### config.mk
export PLATFORM = sky130hd
export DESIGN_NAME = float_result_stage
export DESIGN_NICKNAME = d
export VERILOG_FILES = /design/src/rtl/float_result_stage.sv
export SDC_FILE = /design/constraint.sdc
export NUM_CORES = 1
export LEC_CHECK = 0
export BUFFER_PORTS_ARGS = -buffer_cell sky130_fd_sc_hd__buf_2
export CORE_ASPECT_RATIO = 0.5
export CORE_MARGIN = 2
export CORE_UTILIZATION = 53
export DETAILED_ROUTE_END_ITERATION = 8
export GPL_TIMING_DRIVEN = 0
export PLACE_DENSITY = 0.79
export SYNTH_ARGS = -nofsm -noshare
export SYNTH_HDL_FRONTEND = slang
export SYNTH_SLANG_ARGS = --single-unit
### constraint.sdc
create_clock -name clk -period 2.27 [get_ports clk]
set_clock_uncertainty 0.05 [all_clocks]
set_input_delay 0.454 -clock clk [delete_from_list [all_inputs] [get_ports clk]]
set_output_delay 0.454 -clock clk [all_outputs]
set_load 0.02 [all_outputs]
### src/rtl/float_result_stage.sv
// Output stage for a float divider: saturates over/underflowed quotients, queues them in a
// 2-entry FIFO with their flags, and keeps sticky flags and a count of consumed results.
module float_result_stage #(
  parameter int FLOAT_SIZE    = 32,
  parameter int EXPONENT_SIZE = 8,
  parameter int MANTISSA_SIZE = 23
) (
  input  logic                  clk,
  input  logic                  rst_n,
  input  logic                  in_valid,
  output logic                  in_ready,
  input  logic [FLOAT_SIZE-1:0] in_float,
  input  logic                  in_overflow,
  input  logic                  in_underflow,
  input  logic                  in_inexact,
  output logic                  out_valid,
  input  logic                  out_ready,
  output logic [FLOAT_SIZE-1:0] out_float,
  output logic [2:0]            out_flags,
  output logic [2:0]            sticky_flags,
  input  logic                  flags_clear,
  output logic [15:0]           result_count
);

  typedef struct packed {
    logic [FLOAT_SIZE-1:0] fp;
    logic [2:0]            flg;
  } entry_t;

  entry_t      r_mem [2];
  logic        r_wptr, r_rptr;
  logic [1:0]  r_count;
  logic        r_in_ready;
  logic [2:0]  r_sticky;
  logic [15:0] r_res_cnt;

  logic        w_acc, w_pop;
  logic [1:0]  w_cnt_nxt;
  logic [2:0]  w_flags;
  logic [2:0]  w_sticky_nxt;
  entry_t      w_entry;

  assign w_flags = {in_overflow, in_underflow, in_inexact};

  // Underflow wins when both flags are set; the stored flags are never altered.
  always_comb begin
    w_entry.flg = w_flags;
    w_entry.fp  = in_float;
    if (in_underflow)
      w_entry.fp = {in_float[FLOAT_SIZE-1], {(FLOAT_SIZE-1){1'b0}}};
    else if (in_overflow)
      w_entry.fp = {in_float[FLOAT_SIZE-1], {EXPONENT_SIZE{1'b1}}, {MANTISSA_SIZE{1'b0}}};
  end

  assign w_acc = in_valid & r_in_ready;
  assign w_pop = out_valid & out_ready;

  always_comb begin
    case ({w_acc, w_pop})
      2'b10:   w_cnt_nxt = r_count + 2'd1;
      2'b01:   w_cnt_nxt = r_count - 2'd1;
      default: w_cnt_nxt = r_count;
    endcase
  end

  always_comb begin
    w_sticky_nxt = flags_clear ? 3'b000 : r_sticky;
    if (w_acc) w_sticky_nxt = w_sticky_nxt | w_flags;
  end

  // in_ready is registered from the next occupancy so out_ready never reaches it combinationally.
  always_ff @(posedge clk or negedge rst_n) begin
    if (!rst_n) begin
      r_mem[0]   <= '0;
      r_mem[1]   <= '0;
      r_wptr     <= 1'b0;
      r_rptr     <= 1'b0;
      r_count    <= 2'd0;
      r_in_ready <= 1'b0;
      r_sticky   <= 3'b000;
      r_res_cnt  <= 16'd0;
    end else begin
      if (w_acc) begin
        r_mem[r_wptr] <= w_entry;
        r_wptr        <= ~r_wptr;
      end
      if (w_pop) begin
        r_rptr    <= ~r_rptr;
        r_res_cnt <= r_res_cnt + 16'd1;
      end
      r_count    <= w_cnt_nxt;
      r_in_ready <= (w_cnt_nxt != 2'd2);
      r_sticky   <= w_sticky_nxt;
    end
  end

  assign in_ready     = r_in_ready;
  assign out_valid    = (r_count != 2'd0);
  assign out_float    = r_mem[r_rptr].fp;
  assign out_flags    = r_mem[r_rptr].flg;
  assign sticky_flags = r_sticky;
  assign result_count = r_res_cnt;

endmodule

==> metrics <==
Syn Nets ~430; final instance area 5041 sq um; maxcap violations 0; Final nets 533; type of the worst min-delay path primary input to register; mux contribution to synthesized area between 10% and 20%; CP Capture Type output port; H-tree Lvls 3; Tot GR Track Use between 20% and 30%; Port Buffers 95; part of the cycle the worst path needs between 90% and 100%; max-slew violations 0; gr ovfl total 0; Tot Pwr around 6.8 mW; post-DP HPWL 6039 um; f_max between 400 and 500 MHz; largest net degree at the start of global routing 73; Via density between 5 and 6; Die Span Y 66.16 um; clock period minus worst slack roughly 2.2 ns; Worst path depth 4; DR pass1 iterations 4; Die ar. 8488 sq um; CP required about 1.8 ns; # rows 22; Post-Synthesis Cells ~380; initial cell density of the core a little under three fifths; CTS tree built; Die X roughly 130 um; DR DRC count 0; FF-to-FF path depth 6; Slew headroom 66.11%; Post-Syn Area per Cell roughly 11 sq um; Worst VDD drop around 0.7 mV; WHS Path Cells 2; Leak between 2 and 3 nW; status finished, final reports clean; synth unique cells 27; fill count 582; critical path's slowest cell mux2_2; share of cells above drive strength 1 33.87%; Worst Path Max Fanout 10; # IOs 96; Most Frequent Cell on Critical Path buf_2; Max Root-Sink Buffers 2; Crit Path Class register to output port; vias in the first global route roughly 3300; Buf/Inv on CP 3; global-route wire length before repair roughly 15000 um; total wire length approximately 8800 um; Finished Layout Cells 592; Final Hold Fails 0; Inst Count DP between 500 and 600; Top Family by Delay on Critical Path buffers and inverters; main combinational cell family by area after synthesis simple AND/OR/NAND/NOR gates; 1st-iter DRT viols ~170; area share of and/or/nand/nor cells after synthesis 13.14%; pwr dens about 1300 nW/um^2; Synth Cell Area 4095 sq um; sequential area share after synthesis a little under three fifths; initial antenna violation count 0; Hold Slack around 0.26 ns; routed vias about 3000; clock tree sinks 94; XOR/XNOR Fraction of Synth Area under 10%; CTS clk-pin slew, worst paths approximately 0.06 ns; Placed Area around 4700 sq um; Worst-Margin Slew around 0.5 ns; Post-Synth Adder-Cell Area 0.6111%; final setup fails 0; Max stage delay on crit path ~0.35 ns; Clock Latency Late Sink 0.34 ns; crit path DAT 1.68 ns; Cell Chain, Critical Path buf_2 > clkbuf_4 > mux2_2 > buf_2; startpoint types register; Ys Warns 0; root buffer cell clkbuf_16; Antenna diodes 0; Final ANT Viol Nets 0; Yosys reg bits 94; postcts setup bufs 0; setup repair after global routing missed its margin yes; Core Box Area between 7000 and 8000 sq um; area grow syn2layout 23.10%; drt wl/cell ~15 um; post-route setup TNS 0 ns; total CTS buffers 9; gpl congestion about 0.73; post-synthesis compound-gate area fraction 10.02%
## cells in the mapped netlist, drive strengths merged
cell	instances	area share [%]
nand2b	1	0.15
buf	9	1.3
xnor2	13	2.8
clkbuf	13	1.2
and3	2	0.31
nand4	3	0.82
or2	3	0.46
o21ai	66	8.3
nand2	96	8.8
xor2	6	1.3
nor3	2	0.37
o21bai	8	1.5
nand3	9	1.1
ha	2	0.61
mux2	43	12
nor2	5	0.46
inv	5	0.46
o2111ai	1	0.21
nor4	2	0.67
dfrtp	94	57
## registers in the layout, indices dropped and copies added (netlist names)
register      flops
r_wptr            1
r_count           2
in_ready          1
r_rptr            1
sticky_flags      3
r_mem            70
result_count     16
## kinds of logic after synthesis
family,count (synthesis)
buffers and inverters,27
muxes,43
xor gates and xnor gates,19
adders and majority gates,2
AOI/OAI and AO/OA,75
and+or+nand+nor,123
DFF,94
## area by class of cell
class / count / area (sq um) / area share (%)
repair buffers: 97 / 515.5 / 10.23
plain buffers: 22 / 107.6 / 2.135
well taps: 96 / 120.1 / 2.383
multi-input cells: 262 / 1624 / 32.22
clock inverters: 3 / 42.54 / 0.8439
flip-flops and latches: 94 / 2352 / 46.66
clock buffers: 13 / 260.3 / 5.163
inverters: 5 / 18.77 / 0.3723
## timing repair
item / 4_1_cts / 5_1_grt
hold buffers: 1 / 0
hold endpoints to repair: 22 / 0
gates resized for setup: 0 / 3
endpoints found under the setup margin: 0 / 29
## layer usage
metal / wire length (um) / global-route usage [%] / vias up
met4: 84 / 5.769 / 0
met1: 4016 / 29.51 / 1511
met2: 4263 / 39.83 / 52
li1: - / - / 1513
met3: 447 / 8.576 / 9
met5: 0 / 0 / -
## path summary, 6_finish.rpt
check / startpoint / end / slack [ns]
setup reg to reg: r_count[0]$_DFF_PN0_ / in_ready$_DFF_PN0_ / 0.45
setup / recovery: r_rptr$_DFFE_PN0P_ / out_float[23] / 0.08
min in group asynchronous: rst_n / result_count[14]$_DFFE_PN0P_ / 0.50
hold reg to reg: r_mem[43]$_DFFE_PN0P_ / r_mem[43]$_DFFE_PN0P_ / 0.42
max in group asynchronous: rst_n / r_rptr$_DFFE_PN0P_ / 1.03
hold / removal: flags_clear / sticky_flags[1]$_DFF_PN0_ / 0.26
## placed cells by master (no fill, tap or decap)
cell type      count
o21bai_1           8
buf_4              1
nand4_1            2
o21ai_0           64
or2_2              2
and3_1             2
xnor2_1           13
o2111ai_1          1
clkbuf_16          9
inv_1              5
clkinvlp_4         1
clkbuf_4           3
nor4_1             1
nor4_4             1
nor3_1             1
o21ai_1            1
nand2b_1           1
clkbuf_1          15
nand2_1           96
clkinv_2           1
dfrtp_1           94
buf_16             1
o21ai_4            1
dlygate4sd3_1      1
clkbuf_8           2
mux2_2            43
or2_1              1
nand4_4            1
bufinv_16          1
xor2_1             6
nor2_1             5
nand3_1            9
buf_6              1
ha_1               2
buf_2             99
nor3_2             1
## power breakdown
group          switching (mW)  internal, mW
logic                    1.54          1.07
registers               0.377          2.27
clock network           0.595         0.912
## stage by stage
stage                     utilization, %  setup WS, ns
after detailed placement           63.75        0.3768
after global routing               68.08     -0.007643
after CTS                          67.98      0.008646
final                              68.08       0.08113
after floorplan                        -        0.6511
after global placement             63.35       -0.1905
Note: power is estimated with default switching activity, not from simulation.
